**src/rtl/chip_despreader.sv**
```systemverilog
// Chip despreader: collects 32-chip words, picks the nearest of 16 reference sequences.
// Optional saturating error counter port enabled by CHIP_DESPREADER_ERRCNT_EN.
module chip_despreader #(
  parameter int MAX_DIST = 10
) (
  input  logic       inClock,
  input  logic       inReset,
  input  logic       inChip,
  input  logic       inChipValid,
  input  logic       inSync,
  input  logic       inSymbolReady,
  output logic [3:0] outSymbol,
  output logic       outSymbolValid,
  output logic       outSymbolError,
  output logic       outOverrun,
`ifdef CHIP_DESPREADER_ERRCNT_EN
  output logic [7:0] outErrorCount,
`endif
  output logic       outBusy
);

  typedef enum logic [1:0] {
    COLLECT = 2'd0,
    SEARCH  = 2'd1,
    OUTPUT  = 2'd2
  } stateType;

  // Reference S0 written as received: bit 31 of the literal is chip 0.
  localparam logic [31:0] S0_TEXT = 32'b11011001110000110101001000101110;

  function automatic logic [31:0] refSeq(input logic [3:0] k);
    logic [31:0] seq;
    logic [4:0]  src;
    seq = '0;
    for (int i = 0; i < 32; i++) begin
      src    = 5'(i) - {k[2:0], 2'b00};
      seq[i] = S0_TEXT[5'd31 - src];
    end
    if (k[3]) seq = seq ^ 32'hAAAA_AAAA;
    return seq;
  endfunction

  function automatic logic [5:0] popCount(input logic [31:0] v);
    logic [5:0] c;
    c = '0;
    for (int i = 0; i < 32; i++) c = c + {5'd0, v[i]};
    return c;
  endfunction

  stateType    state_q, state_d;
  logic [4:0]  chipCount_q, chipCount_d;
  logic [31:0] word_q, word_d;
  logic [31:0] hold_q, hold_d;
  logic [3:0]  searchIdx_q, searchIdx_d;
  logic [5:0]  dist_q, dist_d;
  logic [3:0]  distK_q, distK_d;
  logic        distValid_q, distValid_d;
  logic [5:0]  bestDist_q, bestDist_d;
  logic [3:0]  bestK_q, bestK_d;
  logic [3:0]  symbol_q, symbol_d;
  logic        symValid_q, symValid_d;
  logic        symErr_q, symErr_d;
  logic        overrun_q, overrun_d;
`ifdef CHIP_DESPREADER_ERRCNT_EN
  logic [7:0]  errCount_q, errCount_d;
`endif

  logic [4:0] chipIdx;
  logic       wordDone;
  logic       holdLoad;
  logic       takeNew;
  logic       accepted;

  always_comb begin
    state_d     = state_q;
    chipCount_d = chipCount_q;
    word_d      = word_q;
    hold_d      = hold_q;
    searchIdx_d = searchIdx_q;
    dist_d      = dist_q;
    distK_d     = distK_q;
    distValid_d = 1'b0;
    bestDist_d  = bestDist_q;
    bestK_d     = bestK_q;
    symbol_d    = symbol_q;
    symValid_d  = symValid_q;
    symErr_d    = symErr_q;
    overrun_d   = 1'b0;
`ifdef CHIP_DESPREADER_ERRCNT_EN
    errCount_d  = errCount_q;
`endif
    chipIdx  = inSync ? 5'd0 : chipCount_q;
    wordDone = inChipValid && !inSync && (chipCount_q == 5'd31);
    holdLoad = wordDone && (state_q == COLLECT);
    accepted = symValid_q && inSymbolReady;

    // Sync throws away the partial word; a chip arriving with it becomes chip 0.
    if (inSync) begin
      word_d      = '0;
      chipCount_d = '0;
    end
    if (inChipValid) begin
      word_d[chipIdx] = inChip;
      chipCount_d     = chipIdx + 5'd1;
    end
    if (holdLoad) hold_d = word_d;
    overrun_d = wordDone && (state_q != COLLECT);

    case (state_q)
      COLLECT: if (holdLoad) begin
        state_d     = SEARCH;
        searchIdx_d = '0;
      end
      SEARCH: begin
        searchIdx_d = searchIdx_q + 4'd1;
        if (searchIdx_q == 4'd15) state_d = OUTPUT;
      end
      OUTPUT: if (accepted) state_d = COLLECT;
      default: state_d = COLLECT;
    endcase

    // Distance is registered one cycle before the running-minimum compare.
    if (state_q == SEARCH) begin
      dist_d      = popCount(hold_q ^ refSeq(searchIdx_q));
      distK_d     = searchIdx_q;
      distValid_d = 1'b1;
    end
    takeNew = distValid_q && ((distK_q == 4'd0) || (dist_q < bestDist_q));
    if (takeNew) begin
      bestDist_d = dist_q;
      bestK_d    = distK_q;
    end

    if (accepted) symValid_d = 1'b0;
    if (distValid_q && (distK_q == 4'd15)) begin
      symValid_d = 1'b1;
      symbol_d   = bestK_d;
      symErr_d   = int'(bestDist_d) > MAX_DIST;
    end
`ifdef CHIP_DESPREADER_ERRCNT_EN
    if (accepted && symErr_q && (errCount_q != 8'hFF)) errCount_d = errCount_q + 8'd1;
`endif
  end

  always_ff @(posedge inClock or negedge inReset) begin
    if (!inReset) begin
      state_q     <= COLLECT;
      chipCount_q <= '0;
      word_q      <= '0;
      hold_q      <= '0;
      searchIdx_q <= '0;
      dist_q      <= '0;
      distK_q     <= '0;
      distValid_q <= 1'b0;
      bestDist_q  <= '0;
      bestK_q     <= '0;
      symbol_q    <= '0;
      symValid_q  <= 1'b0;
      symErr_q    <= 1'b0;
      overrun_q   <= 1'b0;
`ifdef CHIP_DESPREADER_ERRCNT_EN
      errCount_q  <= '0;
`endif
    end else begin
      state_q     <= state_d;
      chipCount_q <= chipCount_d;
      word_q      <= word_d;
      hold_q      <= hold_d;
      searchIdx_q <= searchIdx_d;
      dist_q      <= dist_d;
      distK_q     <= distK_d;
      distValid_q <= distValid_d;
      bestDist_q  <= bestDist_d;
      bestK_q     <= bestK_d;
      symbol_q    <= symbol_d;
      symValid_q  <= symValid_d;
      symErr_q    <= symErr_d;
      overrun_q   <= overrun_d;
`ifdef CHIP_DESPREADER_ERRCNT_EN
      errCount_q  <= errCount_d;
`endif
    end
  end

  assign outSymbol      = symbol_q;
  assign outSymbolValid = symValid_q;
  assign outSymbolError = symErr_q;
  assign outOverrun     = overrun_q;
  assign outBusy        = (state_q != COLLECT);
`ifdef CHIP_DESPREADER_ERRCNT_EN
  assign outErrorCount  = errCount_q;
`endif

endmodule

```
**config.mk**
```make
export PLATFORM = sky130hd
export DESIGN_NAME = chip_despreader
export DESIGN_NICKNAME = d
export VERILOG_FILES = /design/src/rtl/chip_despreader.sv
export SDC_FILE = /design/constraint.sdc
export NUM_CORES = 1
export LEC_CHECK = 0
export BUFFER_PORTS_ARGS = -buffer_cell sky130_fd_sc_hd__clkbuf_2
export CORE_MARGIN = 10
export CORE_UTILIZATION = 50
export CTS_BUF_LIST = sky130_fd_sc_hd__clkbuf_8
export DETAILED_ROUTE_END_ITERATION = 10
export PLACE_DENSITY = 0.67
export SLEW_MARGIN = 30
export SYNTH_ARGS = -nofsm -noshare
export SYNTH_HDL_FRONTEND = slang
export SYNTH_SLANG_ARGS = --single-unit
export TNS_END_PERCENT = 30
```
**constraint.sdc**
```tcl
create_clock -name inClock -period 18.04 [get_ports inClock]
set_input_delay 5.412 -clock inClock [delete_from_list [all_inputs] [get_ports inClock]]
set_output_delay 5.412 -clock inClock [all_outputs]
set_load 0.1 [all_outputs]
```
# == Yosys cells after proc, flatten, opt, wreduce, memory -nomap -nowiden ==
# Memory sizes are Yosys's and may differ from the RTL's.
# Cells that the tools add are included.
# word_totals
word_cells,258
reg_bits,103
memories,32
mem_bits_ro,1024
# op_classes
bitwise_logic,2
muxes,52
n_addsub,97
n_reduce_logical,17
eq_ne,8
order_cmp,36
# memory_table
name,depth,word_bits,read_ports,rd_clocked_by_memory_dff,write_ports,line,text
(name not given),32,1,1,0,0,37,seq[i] = S0_TEXT[5'd31 - src];
(name not given),32,1,1,0,0,37,
(name not given),32,1,1,0,0,37,
(name not given),32,1,1,0,0,37,
(name not given),32,1,1,0,0,37,
(name not given),32,1,1,0,0,37,
26 more memories,-,-,-,-,-,-,
# op_table
operator,n
subtractor 5 bit (first input constant),48
less-than comparator 5 x 6 -> 1 bit (second input constant),33
adder 6 x 1 -> 6 bit,26
two-way mux 32 bit,4
subtractor 4 x 5 -> 5 bit (first input constant),8
two-way mux 1 bit,36
bitwise mux 32 bit,1
bitwise XOR 32 bit,1
subtractor 3 x 5 -> 5 bit (first input constant),4
inverter 16 bit,1
two-way mux 5 bit,2
subtractor 1 x 5 -> 5 bit (first input constant),2
subtractor 2 x 5 -> 5 bit (first input constant),2
equality test 4 bit (second input constant),2
logical AND 1 bit,8
two-way mux 4 bit,2
case mux 4 bit (2 select lines),1
adder 5 x 1 -> 6 bit,1
> comparator 6 x 4 -> 1 bit (second input constant),1
less-than comparator 6 bit,1
two-way mux 2 bit,3
two-way mux 6 bit,1
inequality test 2 bit (second input constant),3
case mux 2 bit (3 select lines),1
18 further kinds,20

# == Longest topological paths before layout ==
# logic_depth
word_depth,39
depth_mapped,20
depth_no_buf,20

# == Least setup slack after synthesis ==
# OpenSTA, ideal clock, no wires.
# synth_path
kind,input-to-reg
from,input port inSync
to,register hold_q[11]
path_stages,8
n_path_buf,1
required_ns,17.915
arrival_ns,6.923
setup_slack_ns,10.993
cell_sequence,clkbuf_1 -> nand2b_1 -> inv_1 -> ha_1 -> nand2_1 -> nor2_1 -> mux2_2 -> mux2_2
# synth_via
elab_chain_cells,7
word_cells_on_any_way,13
# synth_rtl
item,line,text
"start, declared",10,"input logic inSync,"
two-way mux 5 bit,-,
less-than comparator 5 x 6 -> 1 bit (not written as such) / greater-or-equal comparator 5 x 1 -> 1 bit (equally long branches),103,word_d[chipIdx] = inChip;
logical AND 1 bit (not written as such),103,
two-way mux 1 bit (not written as such),103,
demux 1 bit (select 5 bit),103,
bitwise mux 32 bit,103,
two-way mux 32 bit (*),102,if (inChipValid) begin
via word_d[11],52,"logic [31:0] word_q, word_d;"
"end signal, assigned",168,hold_q <= hold_d;
"end, declared",53,"logic [31:0] hold_q, hold_d;"
# The timed path passes the listed nets; every way through them passes the cells marked *.
# A chain may end at the register's enable or synchronous reset.

# == Worst setup path in the final report ==
# Same ends and word-level chain as after synthesis.

==> out/qor.txt <==
status -> finished, final reports clean
share of layout cells above drive strength 1 -> 20.1%
crit path to -> hold_q[11]$_DFFE_PN0P_
asr flop ratio synth -> 100%
r2r setup slk -> 11.41 ns
Syn Std Cell Area -> 6070 sq um
Clock Tree Buf Depth -> 2
Remaining DRCs -> 0
Vias -> 3846
final WL -> 11900 um
final RePlAce weighted congestion -> 0.867
# resized after CTS -> 0
startpoint class of the critical path -> primary input
Ys Warns -> 0
peak supply drop -> 0.0000324 V
Worst R2R Path Depth -> 19
largest net degree at the start of global routing -> 60
Hold Violations, Final -> 0
DIE AREA -> 16900 sq um
Metal-1 WL -> 5650 um
CP bufs+invs -> 2
slew margin rel. -> 43.0%
final clock skew -> 0.00724 ns
Detail Placement HPWL -> 8510 um
setup TNS -> 0 ns
Syn Area/Cell -> 10.9 sq um
IO Pins -> 14
Main synth FF type -> dfrtp_1
crit path capture type -> register
Data required, critical path -> 18.32 ns
clock buffer count from CTS -> 9
slowest CP cell -> clkbuf_2
CTS sink count -> 103
core area -> 12000 sq um
critical-path cell list -> clkbuf_2 -> nand2b_1 -> inv_1 -> ha_1 -> nand2_1 -> nor2_1 -> mux2_2 -> mux2_2
initial DRC count -> 226
fin crit share -> 41.3%
CTS tree -> built
sequential-to-total area share from yosys stat -> 42.5%
# diodes -> 0
most common cell in the synthesized netlist -> dfrtp_1
Crit Reg-Reg Endpoint -> dist_q[4]$_DFFE_PN0P_
Synth Instances -> 559
CP delay by family, top -> simple AND/OR/NAND/NOR gates
root buf cell -> clkbuf_8
Synth area leaders -> dfrtp_1 42%, mux2_2 14%, fa_1 7.9%, xnor2_1 5.2%, ha_1 4.7%
Clock Latency Late Sink -> 0.38 ns
gr usage total -> 15.4%
Die X -> 130 um
initial antenna violation count -> 0
Post-synth EDFFs -> 0
kind of critical path -> in2reg
unrepaired setup endpoints after global routing -> no
Syn-to-layout area delta -> 6.56%
Worst R2R Start -> searchIdx_q[0]$_DFFE_PN0P_
Levels on crit path -> 8
Worst-path clk slew -> 0.10 ns
global-route wire length before repair -> 20500 um
wire length per cell -> 16.6 um
# setup viols final -> 0
Crit path arrival time -> 7.73 ns
Post-CTS Hold Fix Bufs -> 0
Rows -> 40
DR WL met3 -> 399 um
WL met2 -> 5620 um
CP max FO -> 40
Synth top area share -> 42.5%
Yosys top cell by area -> dfrtp_1
grt ovf -> 0
Synth Net Count -> 612
Most common cell on crit path -> mux2_2
max incr delay on CP -> 0.48 ns
number of library cell types mapped by synthesis -> 37
vias per cell -> 5.39
crit path time final -> 7.46 ns
Post-synth top cells -> 103 x dfrtp_1, 75 x mux2_2, 55 x nor2_1
max_cap viols -> 0
Highest Signal Layer -> met4
postcts setup bufs -> 0
effective utilization at floorplan -> 50.7%
Cell Pwr Density -> 63.9 nW/um^2
# port buffers -> 13
crit path from -> inSync
fin nets -> 614
worst slew pin tran -> 0.855 ns
max-slew violations -> 0
fin util -> 54.1%
die height -> 130 um
fmax -> 134 MHz
1st-pass router iterations -> 4
vias in the first global route -> 4071
Antenna Nets Post-Route -> 0
Hold Crit Class -> reg2reg
Yosys reg bits -> 103
H-Tree Depth -> 3
Leakage -> 3.11 nW
[cell usage in the layout (no fill, tap or decap), drive strengths merged, types with 4 or more instances in the layout]
master	n
dfrtp	103
mux2	78
nor2	55
nor2b	38
inv	37
nand2	37
xnor2	36
o21ai	25
fa	24
ha	23
clkbuf	22
xor2	20
a21oi	20
nand3	6
mux2i	5
nand2b	4
buf	4
clkinv	4
[how the worst min path moves through the flow]
stage	from	to	slack, ns	depth (start not counted)
2_1_floorplan	state_q[1]$_DFFE_PN0P_	state_q[1]$_DFFE_PN0P_	0.46	2
3_3_place_gp	state_q[1]$_DFFE_PN0P_	state_q[1]$_DFFE_PN0P_	0.48	2
3_5_place_dp	bestK_q[2]$_DFF_PN0_	bestK_q[2]$_DFF_PN0_	0.48	1
4_1_cts	bestK_q[2]$_DFF_PN0_	bestK_q[2]$_DFF_PN0_	0.50	1
5_1_grt	bestK_q[0]$_DFF_PN0_	bestK_q[0]$_DFF_PN0_	0.52	1
6_report	bestK_q[3]$_DFF_PN0_	bestK_q[3]$_DFF_PN0_	0.50	1
[per-stage QoR]
stage	total power, mW	hold WS (ns)	worst slack (ns)	cell area [sq um]	std cells
2_1_floorplan	0.246	0.455	10.99	6070	559
4_1_cts	0.417	0.504	10.63	6470	713
3_3_place_gp	0.254	0.477	10.24	6230	697
3_5_place_dp	0.254	0.479	10.21	6240	697
5_1_grt	0.429	0.520	10.44	6470	713
6_report	0.414	0.502	10.58	6470	713
[cell type report]
class	count	area (sq um)
tap	147	184
clock inverter	6	93.8
sequential	103	2580
inverter	38	143
fill	1032	5490
timing repair buffer	16	90.1
multi-input combinational	393	3240
clock buffer	10	138
[flip-flops by register name, indices dropped and copies added, names as in the netlist]
name            flops
outOverrun          1
outSymbolError      1
outSymbolValid      1
hold_q             32
word_q             32
bestK_q             4
searchIdx_q         4
chipCount_q         5
state_q             2
dist_q              6
distK_q             4
bestDist_q          6
distValid_q         1
outSymbol           4
[power by group]
part | leakage [nW] | internal (mW) | total (mW) | switching, mW
Sequential | 1.41 | 0.232 | 0.233 | 0.000891
Combinational | 1.58 | 0.00319 | 0.0160 | 0.0128
Clock | 0.113 | 0.0826 | 0.164 | 0.0819
[kinds of logic (layout without fill, tap and decap cells)]
family | after synthesis | count (layout) | share of synthesized area, %
xor+xnor | 56 | 56 | 8.08
fa+ha+maj | 49 | 49 | 13.0
flops | 103 | 103 | 42.5
compound gates | 55 | 55 | 4.93
simple gates | 150 | 150 | 11.9
mux | 83 | 83 | 15.5
buf+inv | 63 | 70 | 4.14
[metal layers]
| layer | vias to the layer above | GRT usage, % |
|---|---|---|
| met3 | 15 | 3.53 |
| met2 | 46 | 24.3 |
| li1 | 1822 | - |
| met1 | 1963 | 20.5 |
| met5 | - | 0 |
| met4 | 0 | 5.09 |
Note: power is estimated with default switching activity, not from simulation.
